`src/rtl/game_pkg.sv`:
```
// Shared types and default parameters for the game director and its lane controller.
package game_pkg;

    typedef enum logic [2:0] {
        IDLE      = 3'd0,
        COUNTDOWN = 3'd1,
        INTRO     = 3'd2,
        PLAY      = 3'd3,
        HIT       = 3'd4,
        OVER      = 3'd5
    } game_state_t;

    localparam int DEF_NUM_LANES        = 3;
    localparam int DEF_SCORE_WIDTH      = 16;
    localparam int DEF_LIVES            = 3;
    localparam int DEF_COUNTDOWN_FRAMES = 5;
    localparam int DEF_SPAWN_GAP        = 8;
    localparam int DEF_SPAWN_THRESH     = 26;
    localparam int DEF_INVULN_FRAMES    = 30;

    // Width of a down-counter that must hold max_val; never narrower than one bit.
    function automatic int cnt_width(input int max_val);
        return (max_val < 1) ? 1 : $clog2(max_val + 1);
    endfunction

endpackage

```
`src/rtl/lane_ctrl.sv`:
```
// Button rising-edge detection and saturating player-lane register.
module lane_ctrl
    import game_pkg::*;
#(
    parameter int NUM_LANES = DEF_NUM_LANES,
    parameter int LANE_W    = $clog2(NUM_LANES)
) (
    input  logic              clk,
    input  logic              rst,
    input  logic              en_i,
    input  logic              init_i,
    input  logic              btn_left_i,
    input  logic              btn_right_i,
    output logic [LANE_W-1:0] lane_o
);

    localparam logic [LANE_W-1:0] LANE_MID = LANE_W'(NUM_LANES / 2);
    localparam logic [LANE_W-1:0] LANE_MAX = LANE_W'(NUM_LANES - 1);
    localparam logic [LANE_W-1:0] LANE_ONE = LANE_W'(1);

    logic              left_q;
    logic              right_q;
    logic [LANE_W-1:0] lane_q;
    logic [LANE_W-1:0] lane_d;
    logic              rise_l;
    logic              rise_r;

    // Edge history tracks the buttons in every state so a button held across
    // the transition into PLAY does not count as a fresh press.
    assign rise_l = btn_left_i & ~left_q;
    assign rise_r = btn_right_i & ~right_q;

    always_comb begin
        lane_d = lane_q;
        if (init_i) begin
            lane_d = LANE_MID;
        end else if (en_i) begin
            if (rise_l && !rise_r && lane_q != '0) begin
                lane_d = lane_q - LANE_ONE;
            end else if (rise_r && !rise_l && lane_q != LANE_MAX) begin
                lane_d = lane_q + LANE_ONE;
            end
        end
    end

    always_ff @(posedge clk) begin
        if (rst) begin
            left_q  <= 1'b0;
            right_q <= 1'b0;
            lane_q  <= LANE_MID;
        end else begin
            left_q  <= btn_left_i;
            right_q <= btn_right_i;
            lane_q  <= lane_d;
        end
    end

    assign lane_o = lane_q;

endmodule

```
`src/rtl/game_director.sv`:
```
// Game sequencing FSM: countdown/intro, spawning, scoring, lives and hit recovery.
// Optional high-score register enabled by defining DIRECTOR_HISCORE_EN.
module game_director
    import game_pkg::*;
#(
    parameter int NUM_LANES        = DEF_NUM_LANES,
    parameter int SCORE_WIDTH      = DEF_SCORE_WIDTH,
    parameter int LIVES            = DEF_LIVES,
    parameter int COUNTDOWN_FRAMES = DEF_COUNTDOWN_FRAMES,
    parameter int SPAWN_GAP        = DEF_SPAWN_GAP,
    parameter int SPAWN_THRESH     = DEF_SPAWN_THRESH,
    parameter int INVULN_FRAMES    = DEF_INVULN_FRAMES
) (
    input  logic                         clk,
    input  logic                         rst,
    input  logic                         frame_tick,
    input  logic                         btn_left,
    input  logic                         btn_right,
    input  logic                         start,
    input  logic [19:0]                  random,
    input  logic                         intro_done,
    input  logic [NUM_LANES-1:0]         coin_hit,
    input  logic                         obst_hit,
    output logic [2:0]                   state,
    output logic [$clog2(NUM_LANES)-1:0] player_lane,
    output logic [NUM_LANES-1:0]         coin_spawn,
    output logic [NUM_LANES-1:0]         obst_spawn,
    output logic [SCORE_WIDTH-1:0]       score,
    output logic [2:0]                   lives,
    output logic                         invuln,
    output logic                         game_over,
    output logic [SCORE_WIDTH-1:0]       hiscore
);

    localparam int LANE_W = $clog2(NUM_LANES);
    localparam int GAP_W  = cnt_width(SPAWN_GAP);
    localparam int INV_W  = cnt_width(INVULN_FRAMES);
    localparam int CD_W   = cnt_width(COUNTDOWN_FRAMES);
    localparam int CNT_W  = $clog2(NUM_LANES + 1);

    game_state_t            state_q, state_d;
    logic [SCORE_WIDTH-1:0] score_q, score_d;
    logic [2:0]             lives_q, lives_d;
    logic [GAP_W-1:0]       gap_q, gap_d;
    logic [INV_W-1:0]       inv_q, inv_d;
    logic [CD_W-1:0]        cd_q, cd_d;
    logic [NUM_LANES-1:0]   obst_q, obst_d;
    logic [NUM_LANES-1:0]   coin_q, coin_d;
    logic                   invuln_q;
    logic                   game_over_q;
    logic                   lane_init;
    logic                   lane_en;
    logic [CNT_W-1:0]       coin_cnt;
    logic [SCORE_WIDTH:0]   score_sum;
    logic [7:0]             obst_lane;
    logic                   unused_random;

    assign obst_lane     = random[15:8] % 8'(NUM_LANES);
    assign unused_random = ^random[19:16];
    assign lane_en       = (state_q == PLAY) || (state_q == HIT);

    always_comb begin
        coin_cnt = '0;
        for (int i = 0; i < NUM_LANES; i++) begin
            coin_cnt = coin_cnt + CNT_W'(coin_hit[i]);
        end
        score_sum = {1'b0, score_q} + (SCORE_WIDTH + 1)'(coin_cnt);
    end

    always_comb begin
        state_d   = state_q;
        score_d   = score_q;
        lives_d   = lives_q;
        gap_d     = gap_q;
        inv_d     = inv_q;
        cd_d      = cd_q;
        obst_d    = '0;
        coin_d    = '0;
        lane_init = 1'b0;

        unique case (state_q)
            IDLE: begin
                if (start) state_d = COUNTDOWN;
            end
            COUNTDOWN: begin
                if (frame_tick) begin
                    if (cd_q <= CD_W'(1)) begin
                        cd_d    = '0;
                        state_d = INTRO;
                    end else begin
                        cd_d = cd_q - CD_W'(1);
                    end
                end
            end
            INTRO: begin
                if (intro_done) state_d = PLAY;
            end
            PLAY: begin
                if (frame_tick) begin
                    if (gap_q == '0 && random[7:0] < 8'(SPAWN_THRESH)) begin
                        obst_d = NUM_LANES'(1) << obst_lane;
                        gap_d  = GAP_W'(SPAWN_GAP);
                    end else if (gap_q != '0) begin
                        gap_d = gap_q - GAP_W'(1);
                    end
                    // A lane getting an obstacle never also gets a coin on that tick.
                    for (int i = 0; i < NUM_LANES; i++) begin
                        coin_d[i] = (random[3*i +: 3] == 3'b111) && !obst_d[i];
                    end
                end
                if (obst_hit) begin
                    lives_d = (lives_q != 3'd0) ? lives_q - 3'd1 : 3'd0;
                    if (lives_q <= 3'd1) begin
                        state_d = OVER;
                    end else begin
                        state_d = HIT;
                        inv_d   = INV_W'(INVULN_FRAMES);
                    end
                end
            end
            HIT: begin
                if (frame_tick) begin
                    if (inv_q <= INV_W'(1)) begin
                        inv_d   = '0;
                        state_d = PLAY;
                    end else begin
                        inv_d = inv_q - INV_W'(1);
                    end
                end
            end
            OVER: begin
                if (start) state_d = COUNTDOWN;
            end
            default: state_d = IDLE;
        endcase

        // Coins collected on the fatal-hit cycle still count; OVER itself freezes score.
        if (lane_en) begin
            score_d = score_sum[SCORE_WIDTH] ? '1 : score_sum[SCORE_WIDTH-1:0];
        end

        if (state_d == COUNTDOWN && state_q != COUNTDOWN) begin
            score_d   = '0;
            lives_d   = 3'(LIVES);
            cd_d      = CD_W'(COUNTDOWN_FRAMES);
            lane_init = 1'b1;
        end
    end

    always_ff @(posedge clk) begin
        if (rst) begin
            state_q     <= IDLE;
            score_q     <= '0;
            lives_q     <= 3'(LIVES);
            gap_q       <= '0;
            inv_q       <= '0;
            cd_q        <= '0;
            obst_q      <= '0;
            coin_q      <= '0;
            invuln_q    <= 1'b0;
            game_over_q <= 1'b0;
        end else begin
            state_q     <= state_d;
            score_q     <= score_d;
            lives_q     <= lives_d;
            gap_q       <= gap_d;
            inv_q       <= inv_d;
            cd_q        <= cd_d;
            obst_q      <= obst_d;
            coin_q      <= coin_d;
            invuln_q    <= (state_d == HIT);
            game_over_q <= (state_d == OVER);
        end
    end

    lane_ctrl #(
        .NUM_LANES (NUM_LANES),
        .LANE_W    (LANE_W)
    ) u_lane_ctrl (
        .clk         (clk),
        .rst         (rst),
        .en_i        (lane_en),
        .init_i      (lane_init),
        .btn_left_i  (btn_left),
        .btn_right_i (btn_right),
        .lane_o      (player_lane)
    );

`ifdef DIRECTOR_HISCORE_EN
    logic [SCORE_WIDTH-1:0] hiscore_q;

    always_ff @(posedge clk) begin
        if (rst) begin
            hiscore_q <= '0;
        end else if (state_d == OVER && state_q != OVER && score_d > hiscore_q) begin
            hiscore_q <= score_d;
        end
    end

    assign hiscore = hiscore_q;
`else
    assign hiscore = '0;
`endif

    assign state      = state_q;
    assign score      = score_q;
    assign lives      = lives_q;
    assign obst_spawn = obst_q;
    assign coin_spawn = coin_q;
    assign invuln     = invuln_q;
    assign game_over  = game_over_q;

endmodule
```
`config.mk`:
```
export PLATFORM = sky130hd
export DESIGN_NAME = game_director
export DESIGN_NICKNAME = d
export VERILOG_FILES = /design/src/rtl/game_pkg.sv /design/src/rtl/lane_ctrl.sv /design/src/rtl/game_director.sv
export SDC_FILE = /design/constraint.sdc
export NUM_CORES = 1
export LEC_CHECK = 0
export CORE_MARGIN = 5
export CORE_UTILIZATION = 53
export DETAILED_ROUTE_END_ITERATION = 16
export MAX_ROUTING_LAYER = met4
export PLACE_DENSITY = 0.87
export SETUP_SLACK_MARGIN = 0.02
export SLEW_MARGIN = 20
export SYNTH_ARGS = -nofsm -noshare
export SYNTH_HDL_FRONTEND = slang
export SYNTH_SLANG_ARGS = --single-unit
```
`constraint.sdc`:
```
create_clock -name clk -period 6.95 [get_ports clk]
set_input_delay 0.695 -clock clk [delete_from_list [all_inputs] [get_ports clk]]
set_output_delay 0.695 -clock clk [all_outputs]
set_load 0.1 [all_outputs]
```
==> results_dict.tcl <==
set metrics [dict create \
    status "completed" \
    critPathMostFrequentCell "ha_1" \
    min_from "gap_q[3]$_SDFFE_PP0P_" \
    rsz0062_at_grt "no" \
    p_clk_share_pct 27.7 \
    dp_hpwl_um 4898 \
    finalInstanceArea_um2 3563 \
    syn_inst 361 \
    syn_area_um2 2913 \
    antenna_found_initial 0 \
    critPathTopFamily "buffers and inverters" \
    num_antenna_cells 0 \
    crit_cells 13 \
    synth_area_per_cell_um2 8.069 \
    hold_viol_final 0 \
    final_common_cell "clkdlybuf4s50_1" \
    clkTransAtPathRegs_ns 0.09 \
    worstMarginPinSlew_ns 0.9823 \
    yosys_warnings 0 \
    num_vias 2674 \
    cts_resized 0 \
    insertion_delay_ns 0.30 \
    grt_pass1_vias 2474 \
    startpoint "random[11]" \
    power.share.combinational_pct 29.1 \
    die_h_um 84.14 \
    rows 27 \
    cts_max_level 2 \
    holdWs_ns 0.4847 \
    clock_sinks 46 \
    drcViolationCount 0 \
    dr.pass1.iters 4 \
    p_sw_uw 225.0 \
    path_max_fanout 11 \
    cts-root-buf "clkbuf_8" \
    cellPowerDensity_nw_per_um2 182.0 \
    avgRoutedWirePerCell_um 13.05 \
    ys_seq_area_share_pct 31.62 \
    post-cts-setup-buffers 0 \
    core_um2 5439 \
    setup_viol 0 \
    maxSlewHeadroom_pct 34.31 \
    ir_worst_vdd_mv 0.08818 \
    place_area_um2 3458 \
    ys.flop_type "dfxtp_1" \
    grt-ovfl-total 0 \
    ys_async_sr_fraction_pct 0 \
    cp.arrival_ns 4.18 \
    numPortBuffers 58 \
    worst-setup-path-type "in2reg" \
    worst-r2r-cell-count 7 \
    r2r_setup_slack_ns 4.04 \
    hold_class "reg2reg" \
    cp_cell_sequence "clkdlybuf4s50_1, clkinv_1, mux2i_1, o22ai_1, nand3_2, ha_1, nand2b_1, o31ai_1, ha_1, inv_1, o311a_4, mux2_4, nor2b_4" \
    switching_share_pct 34.69 \
    slowest_delay_ns 0.69 \
    layout-drive-gt1-share_pct 4.589 \
    nNetsFinal 458 \
    worstSetupEndpointType "flip-flop" \
    crit_buf_inv 3 \
    grtUsageTotal_pct 18.03 \
    synth_seq_cells 46 \
    power.internal_uw 423.6 \
    clk_path_buf_depth 2 \
    p_leak_uw 0.001370 \
    cts-buffers-inserted 5 \
    drt-total-wl_um 6341 \
    ys_types 64 \
    grt_max_degree 23 \
    fin_crit_ns 3.999 \
    r2r-end "score[6]$_SDFFE_PP0P_" \
    finalCritPeriodShare_pct 57.53 \
    slowest_stage "clkdlybuf4s50_1" \
    area_growth_pct 22.34 \
    cp-endpoint "obst_spawn[0]$_SDFF_PP0_" \
    sequentialPowerShare_pct 43.2 \
    drv_slew 0 \
    cts_hold_buf 0 \
    crit_required_ns 7.13 \
    r2r-start "state[2]$_SDFF_PP0_" \
    io_pins 79 \
    grt_pass1_wl_um 10630 \
    cp-start-kind "primary input" \
    start_util_pct 53.55 \
    synth_edf_count 0 \
    cts_tree "done" \
    ant_nets 0 \
    clock_skew_ns 0.01243 \
    setup_slack_ns 2.951 \
    die_w_um 84.14 \
    clock.fmax_mhz 250.1 \
    place.gp.congestion 0.8595 \
    tns_ns 0 \
    dieArea_um2 7079 \
    drt-initial-drc-count 114 \
    cap_violations 0 \
    final_cell_mix "58 x clkdlybuf4s50_1, 46 x dfxtp_1, 36 x nor2_1" \
    pre_cts_ws_ns 2.673 \
    hold_path_depth 1 \
    detail_route.vias_per_cell 5.502 \
]
[flip-flops by register name, summed over array words and instances (netlist names), 2 cells and up]
name,cells
obst_spawn,3
lives,3
gap_q,4
cd_q,3
state,3
coin_spawn,3
u_lane_ctrl.lane_o,2
score,16
inv_q,5
[power by group through the flow]
stage / Clock, uW / Combinational, uW / Sequential [uW]
floorplan: 0 / 140 / 299
global placement: 0 / 181 / 285
detailed placement: 0 / 187 / 286
CTS: 186 / 189 / 280
global route: 197 / 204 / 282
finish: 180 / 189 / 280
[how the worst min path moves through the flow]
stage	to	slack (ns)
after global placement	gap_q[3]$_SDFFE_PP0P_	0.47
after global routing	inv_q[3]$_SDFFE_PP0P_	0.53
after floorplan	gap_q[3]$_SDFFE_PP0P_	0.45
after CTS	gap_q[3]$_SDFFE_PP0P_	0.49
final	gap_q[3]$_SDFFE_PP0P_	0.48
after detailed placement	gap_q[3]$_SDFFE_PP0P_	0.47
[cell type report]
cell class	count	area (um2)
fill	461	1876
multi-input combinational	284	1799
clock buffer	7	96.34
inverter	18	67.56
clock inverter	1	8.758
sequential	46	920.9
timing repair buffer	58	580.6
tap	72	90.09
[per-layer routing]
layer  GRT usage (%)  part of all wire [%]
met4           5.263                   1.1
met5               -                     0
met3           2.257                   4.8
met2           32.93                    52
met1           20.47                    42
[cells by family after synthesis]
| kind of cell | share of synthesized area [%] |
|---|---|
| compound gates | 19.89 |
| xor+xnor | 4.811 |
| fa+ha+maj | 6.529 |
| buf+inv | 8.548 |
| flops | 31.62 |
| mux | 1.890 |
| other cells | 0.1287 |
| simple gates | 26.59 |
[Yosys cell counts (all sizes together) (10+ instances only)]
cell / n / area, um2
a21oi: 36 / 183.9
buf: 26 / 173.9
dfxtp: 46 / 920.9
ha: 12 / 150.1
inv: 17 / 63.81
nand2: 31 / 116.4
nand3: 16 / 85.08
nor2: 36 / 135.1
nor2b: 10 / 70.06
nor3: 15 / 80.08
o21ai: 11 / 55.05
xor2: 13 / 113.9
[stage by stage]
step / utilization, % / cells / total power [uW]
2_1_floorplan: - / 376 / 438.5
3_3_place_gp: 63.58 / 478 / 466.3
3_5_place_dp: 63.58 / 478 / 473.1
4_1_cts: 65.52 / 486 / 655.1
5_1_grt: 65.52 / 486 / 683.0
6_report: 65.52 / 486 / 648.6
[worst register-to-register path: cells and delay by family (launching register included)]
family	cells	cell delay [ns]
DFF	1	0.44
AOI/OAI and AO/OA	2	0.60
and+or+nand+nor	5	1.79
No activity file was read; power rests on OpenSTA's default activity.
